==> src/rtl/playback_interp_if.sv <==
// playback_interp_if: upstream sample stream and DAC frame side.
// Shared by the SRAM reader (master) and the playback stage (slave).
interface playback_interp_if;
  logic        in_valid;
  logic [15:0] in_data;
  logic        in_ready;
  logic        out_req;
  logic [15:0] out_data;
  logic        underrun;

  modport master (
    output in_valid, in_data, out_req,
    input  in_ready, out_data, underrun
  );

  modport slave (
    input  in_valid, in_data, out_req,
    output in_ready, out_data, underrun
  );
endinterface

==> src/rtl/playback_interp.sv <==
// playback_interp: sample-rate stage between SRAM reader and DAC.
// PLAYBACK_INTERP_EN adds the divider and linear interpolation.
module playback_interp (
  input  logic       clk,
  input  logic       reset,
  input  logic [3:0] ratio,
  input  logic       slow,
  input  logic       interp,
  input  logic       pause,
  input  logic       stop,
  playback_interp_if.slave bus
);

  typedef enum logic [2:0] {
    IDLE, FILL0, FILL1, CALC, READY, FETCH
  } state_e;

  state_e      state_q, state_d;
  logic [15:0] prev_q, prev_d;
  logic [15:0] cur_q, cur_d;
  logic [15:0] next_q, next_d;
  logic [15:0] out_q, out_d;
  logic [2:0]  k_q, k_d;
  logic [3:0]  r_q, r_d;
  logic        ur_q, ur_d;
  logic [3:0]  r_new;
  logic [3:0]  k_inc;
  logic        xfer;

  // stop drops ready at once so no beat is accepted while flushing
  assign bus.in_ready = !stop &&
    (state_q == FILL0 || state_q == FILL1 || state_q == FETCH);
  assign xfer         = bus.in_valid && bus.in_ready;
  assign bus.out_data = out_q;
  assign bus.underrun = ur_q;
  assign k_inc        = {1'b0, k_q} + 4'd1;

  // effective ratio: 1 when not slow, clamped to 1..8
  always_comb begin
    r_new = ratio;
    if (!slow || ratio == 4'd0) r_new = 4'd1;
    else if (ratio > 4'd8)      r_new = 4'd8;
  end

`ifdef PLAYBACK_INTERP_EN
  logic [4:0]         cnt_q, cnt_d;
  logic [19:0]        mag_q, mag_d;
  logic [19:0]        quo_q, quo_d;
  logic [3:0]         rem_q, rem_d;
  logic               neg_q, neg_d;
  logic signed [16:0] diff;
  logic signed [19:0] prod;
  logic [4:0]         trial;
  logic [4:0]         sub;
  logic [19:0]        delta;
  logic [19:0]        sum;
  logic               unused_ok;

  assign diff  = $signed({cur_q[15], cur_q})
               - $signed({prev_q[15], prev_q});
  assign prod  = $signed({17'd0, k_q})
               * $signed({{3{diff[16]}}, diff});
  assign trial = {rem_q, mag_q[19]};
  assign sub   = trial - {1'b0, r_q};
  assign delta = neg_q ? (20'd0 - quo_q) : quo_q;
  assign sum   = {{4{prev_q[15]}}, prev_q} + delta;
  // result lies between prev and cur, so the top bits are redundant
  assign unused_ok = ^{sub[4], sum[19:16]};
`else
  logic unused_ok;
  assign unused_ok = interp;
`endif

  // next-state and datapath; stop wins over everything but reset
  always_comb begin
    state_d = state_q;
    prev_d  = prev_q;
    cur_d   = cur_q;
    next_d  = next_q;
    out_d   = out_q;
    k_d     = k_q;
    r_d     = r_q;
    ur_d    = bus.out_req && !stop && !pause && state_q != READY;
`ifdef PLAYBACK_INTERP_EN
    cnt_d = (state_q == CALC) ? cnt_q + 5'd1 : 5'd0;
    mag_d = mag_q;
    quo_d = quo_q;
    rem_d = rem_q;
    neg_d = neg_q;
`endif
    if (stop) begin
      state_d = IDLE;
      prev_d  = '0;
      cur_d   = '0;
      next_d  = '0;
      out_d   = '0;
      k_d     = '0;
    end else begin
      unique case (state_q)
        IDLE: state_d = FILL0;
        FILL0: begin
          if (xfer) begin
            prev_d  = bus.in_data;
            state_d = FILL1;
          end
        end
        FILL1: begin
          if (xfer) begin
            cur_d   = bus.in_data;
            r_d     = r_new;
            k_d     = '0;
            state_d = CALC;
          end
        end
        CALC: begin
`ifdef PLAYBACK_INTERP_EN
          if (cnt_q == 5'd0) begin
            mag_d = prod[19] ? $unsigned(-prod) : $unsigned(prod);
            neg_d = prod[19];
            rem_d = '0;
            quo_d = '0;
          end else if (cnt_q <= 5'd20) begin
            mag_d = {mag_q[18:0], 1'b0};
            if (trial >= {1'b0, r_q}) begin
              rem_d = sub[3:0];
              quo_d = {quo_q[18:0], 1'b1};
            end else begin
              rem_d = trial[3:0];
              quo_d = {quo_q[18:0], 1'b0};
            end
          end else begin
            next_d  = (interp && slow) ? sum[15:0] : prev_q;
            state_d = READY;
          end
`else
          next_d  = prev_q;
          state_d = READY;
`endif
        end
        READY: begin
          if (bus.out_req && !pause) begin
            out_d = next_q;
            if (k_inc == r_q) begin
              k_d     = '0;
              state_d = FETCH;
            end else begin
              k_d     = k_q + 3'd1;
              state_d = CALC;
            end
          end
        end
        FETCH: begin
          if (xfer) begin
            prev_d  = cur_q;
            cur_d   = bus.in_data;
            r_d     = r_new;
            state_d = CALC;
          end
        end
        default: state_d = IDLE;
      endcase
    end
  end

  // state and datapath registers
  always_ff @(posedge clk) begin
    if (!reset) begin
      state_q <= IDLE;
      prev_q  <= '0;
      cur_q   <= '0;
      next_q  <= '0;
      out_q   <= '0;
      k_q     <= '0;
      r_q     <= 4'd1;
      ur_q    <= 1'b0;
    end else begin
      state_q <= state_d;
      prev_q  <= prev_d;
      cur_q   <= cur_d;
      next_q  <= next_d;
      out_q   <= out_d;
      k_q     <= k_d;
      r_q     <= r_d;
      ur_q    <= ur_d;
    end
  end

`ifdef PLAYBACK_INTERP_EN
  // restoring divider registers
  always_ff @(posedge clk) begin
    if (!reset) begin
      cnt_q <= '0;
      mag_q <= '0;
      quo_q <= '0;
      rem_q <= '0;
      neg_q <= 1'b0;
    end else begin
      cnt_q <= cnt_d;
      mag_q <= mag_d;
      quo_q <= quo_d;
      rem_q <= rem_d;
      neg_q <= neg_d;
    end
  end
`endif

endmodule

==> src/flat_wrapper.sv <==
// flat-port wrapper written by rule: the top's interface ports become plain ports
module playback_interp_flat 
  (clk, reset, ratio, slow, interp, pause, stop, bus_in_valid, bus_in_data, bus_out_req, bus_in_ready, bus_out_data, bus_underrun);
  playback_interp_if bus_i ();
  input  logic clk;
  input  logic reset;
  input  logic [3:0] ratio;
  input  logic slow;
  input  logic interp;
  input  logic pause;
  input  logic stop;
  input wire logic [$bits(bus_i.in_valid)-1:0] bus_in_valid;
  input wire logic [$bits(bus_i.in_data)-1:0] bus_in_data;
  input wire logic [$bits(bus_i.out_req)-1:0] bus_out_req;
  output wire logic [$bits(bus_i.in_ready)-1:0] bus_in_ready;
  output wire logic [$bits(bus_i.out_data)-1:0] bus_out_data;
  output wire logic [$bits(bus_i.underrun)-1:0] bus_underrun;
  assign bus_i.in_valid = bus_in_valid;
  assign bus_i.in_data = bus_in_data;
  assign bus_i.out_req = bus_out_req;
  assign bus_in_ready = bus_i.in_ready;
  assign bus_out_data = bus_i.out_data;
  assign bus_underrun = bus_i.underrun;
  playback_interp u_core (.clk(clk), .reset(reset), .ratio(ratio), .slow(slow), .interp(interp), .pause(pause), .stop(stop), .bus(bus_i));
endmodule
==> config.mk <==
export PLATFORM = sky130hd
export DESIGN_NAME = playback_interp_flat
export DESIGN_NICKNAME = d
export VERILOG_FILES = /design/src/rtl/playback_interp_if.sv /design/src/rtl/playback_interp.sv /design/src/flat_wrapper.sv
export SDC_FILE = /design/constraint.sdc
export NUM_CORES = 1
export LEC_CHECK = 0
export ABC_CLOCK_PERIOD_IN_PS = 3600
export CAP_MARGIN = 10
export CORE_UTILIZATION = 55
export DETAILED_ROUTE_END_ITERATION = 12
export PLACE_DENSITY_LB_ADDON = 0.2
export SLEW_MARGIN = 0
export SYNTH_ARGS = -nofsm -noshare
export SYNTH_HDL_FRONTEND = slang
export SYNTH_SLANG_ARGS = --single-unit
==> constraint.sdc <==
create_clock -name clk -period 3.6 [get_ports clk]
set_clock_uncertainty 0.2 [all_clocks]
set_input_delay 0.72 -clock clk [delete_from_list [all_inputs] [get_ports clk]]
set_output_delay 0.72 -clock clk [all_outputs]
set_load 0.005 [all_outputs]
; After elaboration in Yosys (flattened, before gate mapping)
; Index checks and enable logic that the tools add are counted.
[totals]
register_bits = 75
inputBits = 28
output_inout_bits = 18
wordCells = 63
[classes]
n_addsub = 2
n_lt_le_gt_ge = 1
n_eq_ne = 12
mux = 14
bitwise_logic = 2
n_reduce_logical = 24
[op_table]
columns = cell, n
row1 = $mux 16, 2
row2 = $pmux 16 s2, 1
row3 = $mux 3, 7
row4 = $pmux 3 s5, 1
row5 = $reduce_and 3->1, 4
row6 = $ne 2x1->1 const B, 5
row7 = $mux 4, 2
row8 = $eq 3x2->1 const B, 2
row9 = $eq 3x3->1 const B, 2
row10 = $logic_and 1x1->1, 6
row11 = $pmux 3 s2, 1
row12 = $add 3x1->4 const B, 1
row13 = $eq 4x4->1, 1
row14 = $gt 4x4->1 const B, 1
row15 = $logic_not 4->1, 1
row16 = $reduce_and 2->1, 2
row17 = $reduce_bool 2->1, 2
row18 = $reduce_or 2->1, 2
row19 = $add 3x1->3 const B, 1
row20 = $eq 3x1->1 const B, 1
row21 = $logic_not 1->1, 3
row22 = $logic_not 3->1, 1
row23 = $logic_or 1x1->1, 3
row24 = $ne 3x3->1 const B, 1
row25 = $not 1->1, 2

; Longest topological paths before layout
[depth]
ltp_word = 7
ltp_mapped = 8

; Worst setup path after synthesis
; Ideal clock, no wire load.
[synth_path]
kind = in2reg
start = input stop
end = register u_core.cur_q[10]
setup_ns = 0.070
arrival_time_ns = 1.689
t_required_ns = 3.330
setup_slack_ns = 1.640
stages = 7
path_buffers = 3
path_cell_list = nand2b_1 clkbuf_1 a21o_1 buf_2 buf_2 nand2_1 a21oi_1
[synth_via]
elab_chain_len = 4
elab_cells_between_ends = 5
[synth_rtl]
columns = item, line
row1 = "start, declared", flat_wrapper.sv:11  ; input logic stop;
row2 = $logic_not 1->1, playback_interp.sv:31  ; assign bus.in_ready = !stop &&
row3 = $logic_and 1x1->1, playback_interp.sv:31
row4 = $logic_and 1x1->1, playback_interp.sv:33  ; assign xfer = bus.in_valid && bus.in_ready;
row5 = $reduce_and 2->1 (no line), -
row6 = "end signal, assigned", playback_interp.sv:179  ; cur_q <= cur_d;
row7 = "end, declared", playback_interp.sv:20  ; logic [15:0] cur_q, cur_d;
; Several ways; a longest one is shown, not always the timed one.
; A chain may end at the register's enable or synchronous reset.

; Worst setup path after layout
[layout_path]
start = register u_core.state_q[1]
end = output bus_in_ready
[layout_via]
elab_chain_len = 4
elab_cells_between_ends = 6
[layout_rtl]
columns = item, line
row1 = "start, declared", playback_interp.sv:18  ; state_e state_q, state_d;
row2 = "start signal, assigned", playback_interp.sv:177  ; state_q <= state_d;
row3 = $eq 3x1->1 / $eq 3x2->1 (equally long branches), playback_interp.sv:32  ; (state_q == FILL0 || state_q == FILL1 || state_q == FETCH);
row4 = $logic_or 1x1->1, playback_interp.sv:32
row5 = $logic_or 1x1->1 *, playback_interp.sv:32
row6 = $logic_and 1x1->1 *, playback_interp.sv:31
row7 = "end, declared", flat_wrapper.sv:15  ; output wire logic [$bits(bus_i.in_ready)-1:0] bus_in_ready;
; Mark *: on every way between the ends. The rest lies on a longest branch, timed or not.

==> summary.md <==
| Metric | Value |
|---|---|
| WP data arrival | roughly 1.9 ns |
| Leakage | 1.30 nW |
| Fmax | 0.353 GHz |
| R2R Setup Slk | 1.52 ns |
| Worst-path maximum fanout | 10 |
| Number of buffers created by CTS | 9 |
| Final nets | ~430 |
| Die area | around 0.0059 mm^2 |
| DRT iter0 DRCs | 139 |
| Initial core utilization | 0.586 |
| Standard-cell rows | 26 |
| Setup Crit Path Kind | register to primary output |
| Hold Fails Final Rpt | 0 |
| Seq/Total Area, Yosys | 0.489 |
| Startpoint Class | register |
| Share of cells above drive strength 1 | 0.0652 |
| Switching part of the total | 0.201 |
| Hold Path Class | register to register |
| Final worst path period share | 0.787 |
| Clock Sinks | 75 |
| Clock latency on the worst-skew pair | 0.33 ns |
| Area grow syn2layout | 20.7% |
| Crit. End Element | primary output |
| Mapped cell area | 0.00307 mm^2 |
| Number of global-route vias before repair | between 2k and 2.5k |
| DP Area | between 0.003 and 0.004 mm^2 |
| Data required time of the worst path | 2.68 ns |
| P_sw | 0.000317 W |
| Setup Buffers After CTS | 0 |
| # fillers | 438 |
| Max-slew headroom | 0.499 |
| Io pins | 46 |
| GRT Overall Usage | 0.219 |
| Post-cts repair resize count | 0 |
| GP Congestion | 0.740 |
| Max Cap Viol | 0 |
| Status | complete, no violations |
| Total chip power | roughly 0.0016 W |
| Via density | 5.28 |
| Root buf cell | clkbuf_8 |
| Syn Area/Cell | about 8.5 um^2 |
| Placed wire-length estimate | 3.93 mm |
| DR vias | 2,474 |
| RSZ-0062 raised after global routing | false |
| Seq cells post-synth | 75 |
| Worst vdd ir | 0.000283 V |
| 1st-pass router iterations | 5 |
| Cts hold-fix bufs | 0 |
| TNS Setup | 0 ns |
| Die Wd | between 70 and 80 um |
| Total gr overflow | 0 |
| Synthesis Warnings | 0 |
| DRC viols | 0 |
| Worst-path clk slew | ~0.07 ns |
| Buffers on Ports | 44 |
| Internal power | 0.00126 W |
| First-pass GRT wire length | 10.3 mm |
| CTS H-tree depth | 3 |
| Antenna cells | 0 |
| Die Ht | 76.7 um |
| Design area | 0.00370 mm^2 |
| Worst Max-Slew Pin Slew | between 0.7 and 0.8 ns |
| Clock power share | 0.415 |
| CTS tree | built |
| Avg WL per Cell | 12.4 um |
| Post-DRT Antenna Nets | 0 |
| Initial antenna violation count | 0 |
| Pwr per Cell Area | 426 mW/mm^2 |
| Fin crit period | between 2 and 3 ns |
| Fin. max-slew vios | 0 |
| Syn nets | 391 |
| Clock Path Buffers | 2 |
| Largest net degree at the start of global routing | 38 |
| Gate Count Post-Synth | 362 |
| Setup Viol. Count Final | 0 |
| Routed wire length | approximately 5.8 mm |
| Seq pwr share | 0.532 |
| Synth cell types | 43 |
| Core area | between 0.005 and 0.006 mm^2 |
| Logic pwr share | 0.053 |
metrics by stage:
stage / hold slack [ns] / setup WS, ns / utilization / std cells
after CTS: 0.255 / 0.742 / 0.707 / 469
after floorplan: 0.231 / 1.64 / - / 362
after global routing: 0.268 / 0.658 / 0.707 / 469
after detailed placement: 0.245 / 0.855 / 0.669 / 455
final: 0.253 / 0.765 / 0.707 / 469
after global placement: 0.240 / 0.887 / 0.669 / 455
per-layer routing:
| layer | global-route usage | part of all wire |
|---|---|---|
| met5 | 0 | 0 |
| met4 | 0.108 | 0.014 |
| met3 | 0.0488 | 0.041 |
| met2 | 0.326 | 0.44 |
| met1 | 0.300 | 0.51 |
final timing paths:
kind                                                     startpoint                             endpoint  cells after the start
worst max-delay path                 u_core.state_q[1]$_SDFFE_PP0P_                         bus_in_ready                      3
worst min-delay path            u_core.bus.out_data[8]$_SDFFE_PP0P_  u_core.bus.out_data[8]$_SDFFE_PP0P_                      2
worst max register to register       u_core.state_q[1]$_SDFFE_PP0P_         u_core.cur_q[9]$_SDFFE_PP0P_                      5
worst min register to register  u_core.bus.out_data[8]$_SDFFE_PP0P_  u_core.bus.out_data[8]$_SDFFE_PP0P_                      2
worst max-delay path: stages, from the launching register on:
cell and delay (ns):
dfxtp_1 0.48, or3b_4 0.45, a21oi_1 0.15, clkdlybuf4s50_1 0.51
power by group through the flow:
stage	Combinational, W	Clock, W	Sequential [W]
detailed placement	0.0000824	0	0.000857
global route	0.0000917	0.000711	0.000839
floorplan	0.0000419	0	0.000855
global placement	0.0000810	0	0.000857
CTS	0.0000829	0.000669	0.000838
finish	0.0000831	0.000654	0.000838
synthesized netlist by cell type:
master / n / share of area
buf_6: 2 / 0.0073
inv_1: 1 / 0.0012
clkbuf_1: 12 / 0.015
a211oi_1: 17 / 0.042
a311o_1: 1 / 0.0033
a222oi_1: 1 / 0.0033
o21bai_1: 1 / 0.0024
and2b_2: 1 / 0.0029
ha_1: 1 / 0.0041
o22a_4: 1 / 0.0057
nor3b_1: 1 / 0.0024
buf_4: 2 / 0.0049
xnor2_1: 2 / 0.0057
nor2_1: 22 / 0.027
o21ai_0: 3 / 0.0049
a21oi_2: 1 / 0.0029
nand2b_1: 4 / 0.0082
and3_1: 3 / 0.0061
a21o_1: 3 / 0.0073
o21a_1: 1 / 0.0024
nand3_1: 3 / 0.0049
o22ai_1: 1 / 0.0020
nor3_1: 2 / 0.0033
or3b_4: 2 / 0.0073
o311a_1: 1 / 0.0033
xor2_1: 2 / 0.0057
nand3b_1: 1 / 0.0024
nand4b_1: 4 / 0.011
xnor3_1: 1 / 0.0073
or4_1: 1 / 0.0024
a21boi_0: 1 / 0.0024
a21boi_1: 2 / 0.0049
dfxtp_1: 75 / 0.49
mux2_2: 1 / 0.0037
and2_1: 1 / 0.0020
mux2i_1: 16 / 0.052
nor2b_1: 1 / 0.0020
or2_1: 1 / 0.0020
nand2_1: 102 / 0.12
nor2_4: 1 / 0.0037
a32o_1: 1 / 0.0033
a21oi_1: 52 / 0.085
buf_2: 10 / 0.016
sequential cells by signal, indices dropped and copies added, names as in the netlist:
name	cells
u_core.bus.out_data	16
u_core.cur_q	16
u_core.next_q	16
u_core.prev_q	16
u_core.r_q	4
u_core.k_q	3
u_core.state_q	3
u_core.bus.underrun	1
layout make-up:
| type | count | area [um^2] | area share |
|---|---|---|---|
| clock inverter | 3 | 65.1 | 0.0176 |
| multi-input combinational | 260 | 1440 | 0.388 |
| tap | 70 | 87.6 | 0.0237 |
| timing repair buffer | 49 | 478 | 0.129 |
| sequential | 75 | 1500 | 0.406 |
| inverter | 1 | 3.75 | 0.00101 |
| clock buffer | 11 | 131 | 0.0355 |
layout by cell type (no fill, tap or decap), types with 2 or more instances in the layout:
cell,Yosys,routed
mux2i_1,16,16
clkdlybuf4s50_1,0,44
dfxtp_1,75,75
nor2_1,22,21
a211oi_1,17,17
nor3_1,2,2
buf_4,2,5
nand4b_1,4,4
nand2_1,102,102
a21oi_1,52,52
clkbuf_1,12,2
and3_1,3,3
o21ai_0,3,3
a21o_1,3,3
nand3_1,3,3
bufinv_16,0,2
clkbuf_8,0,9
a21boi_1,2,2
xor2_1,2,2
or3b_4,2,2
nand2b_1,4,3
xnor2_1,2,2
kinds of logic (layout without fill, tap and decap cells):
group           after synthesis  count (layout)  synth area share
compound gates               87              87             0.175
xor+xnor                      5               5            0.0188
fa+ha+maj                     1               1           0.00408
buf+inv                      27              64            0.0444
flops                        75              75             0.489
mux                          17              17            0.0559
simple gates                150             150             0.213
Power figures use the tool's default switching activity.
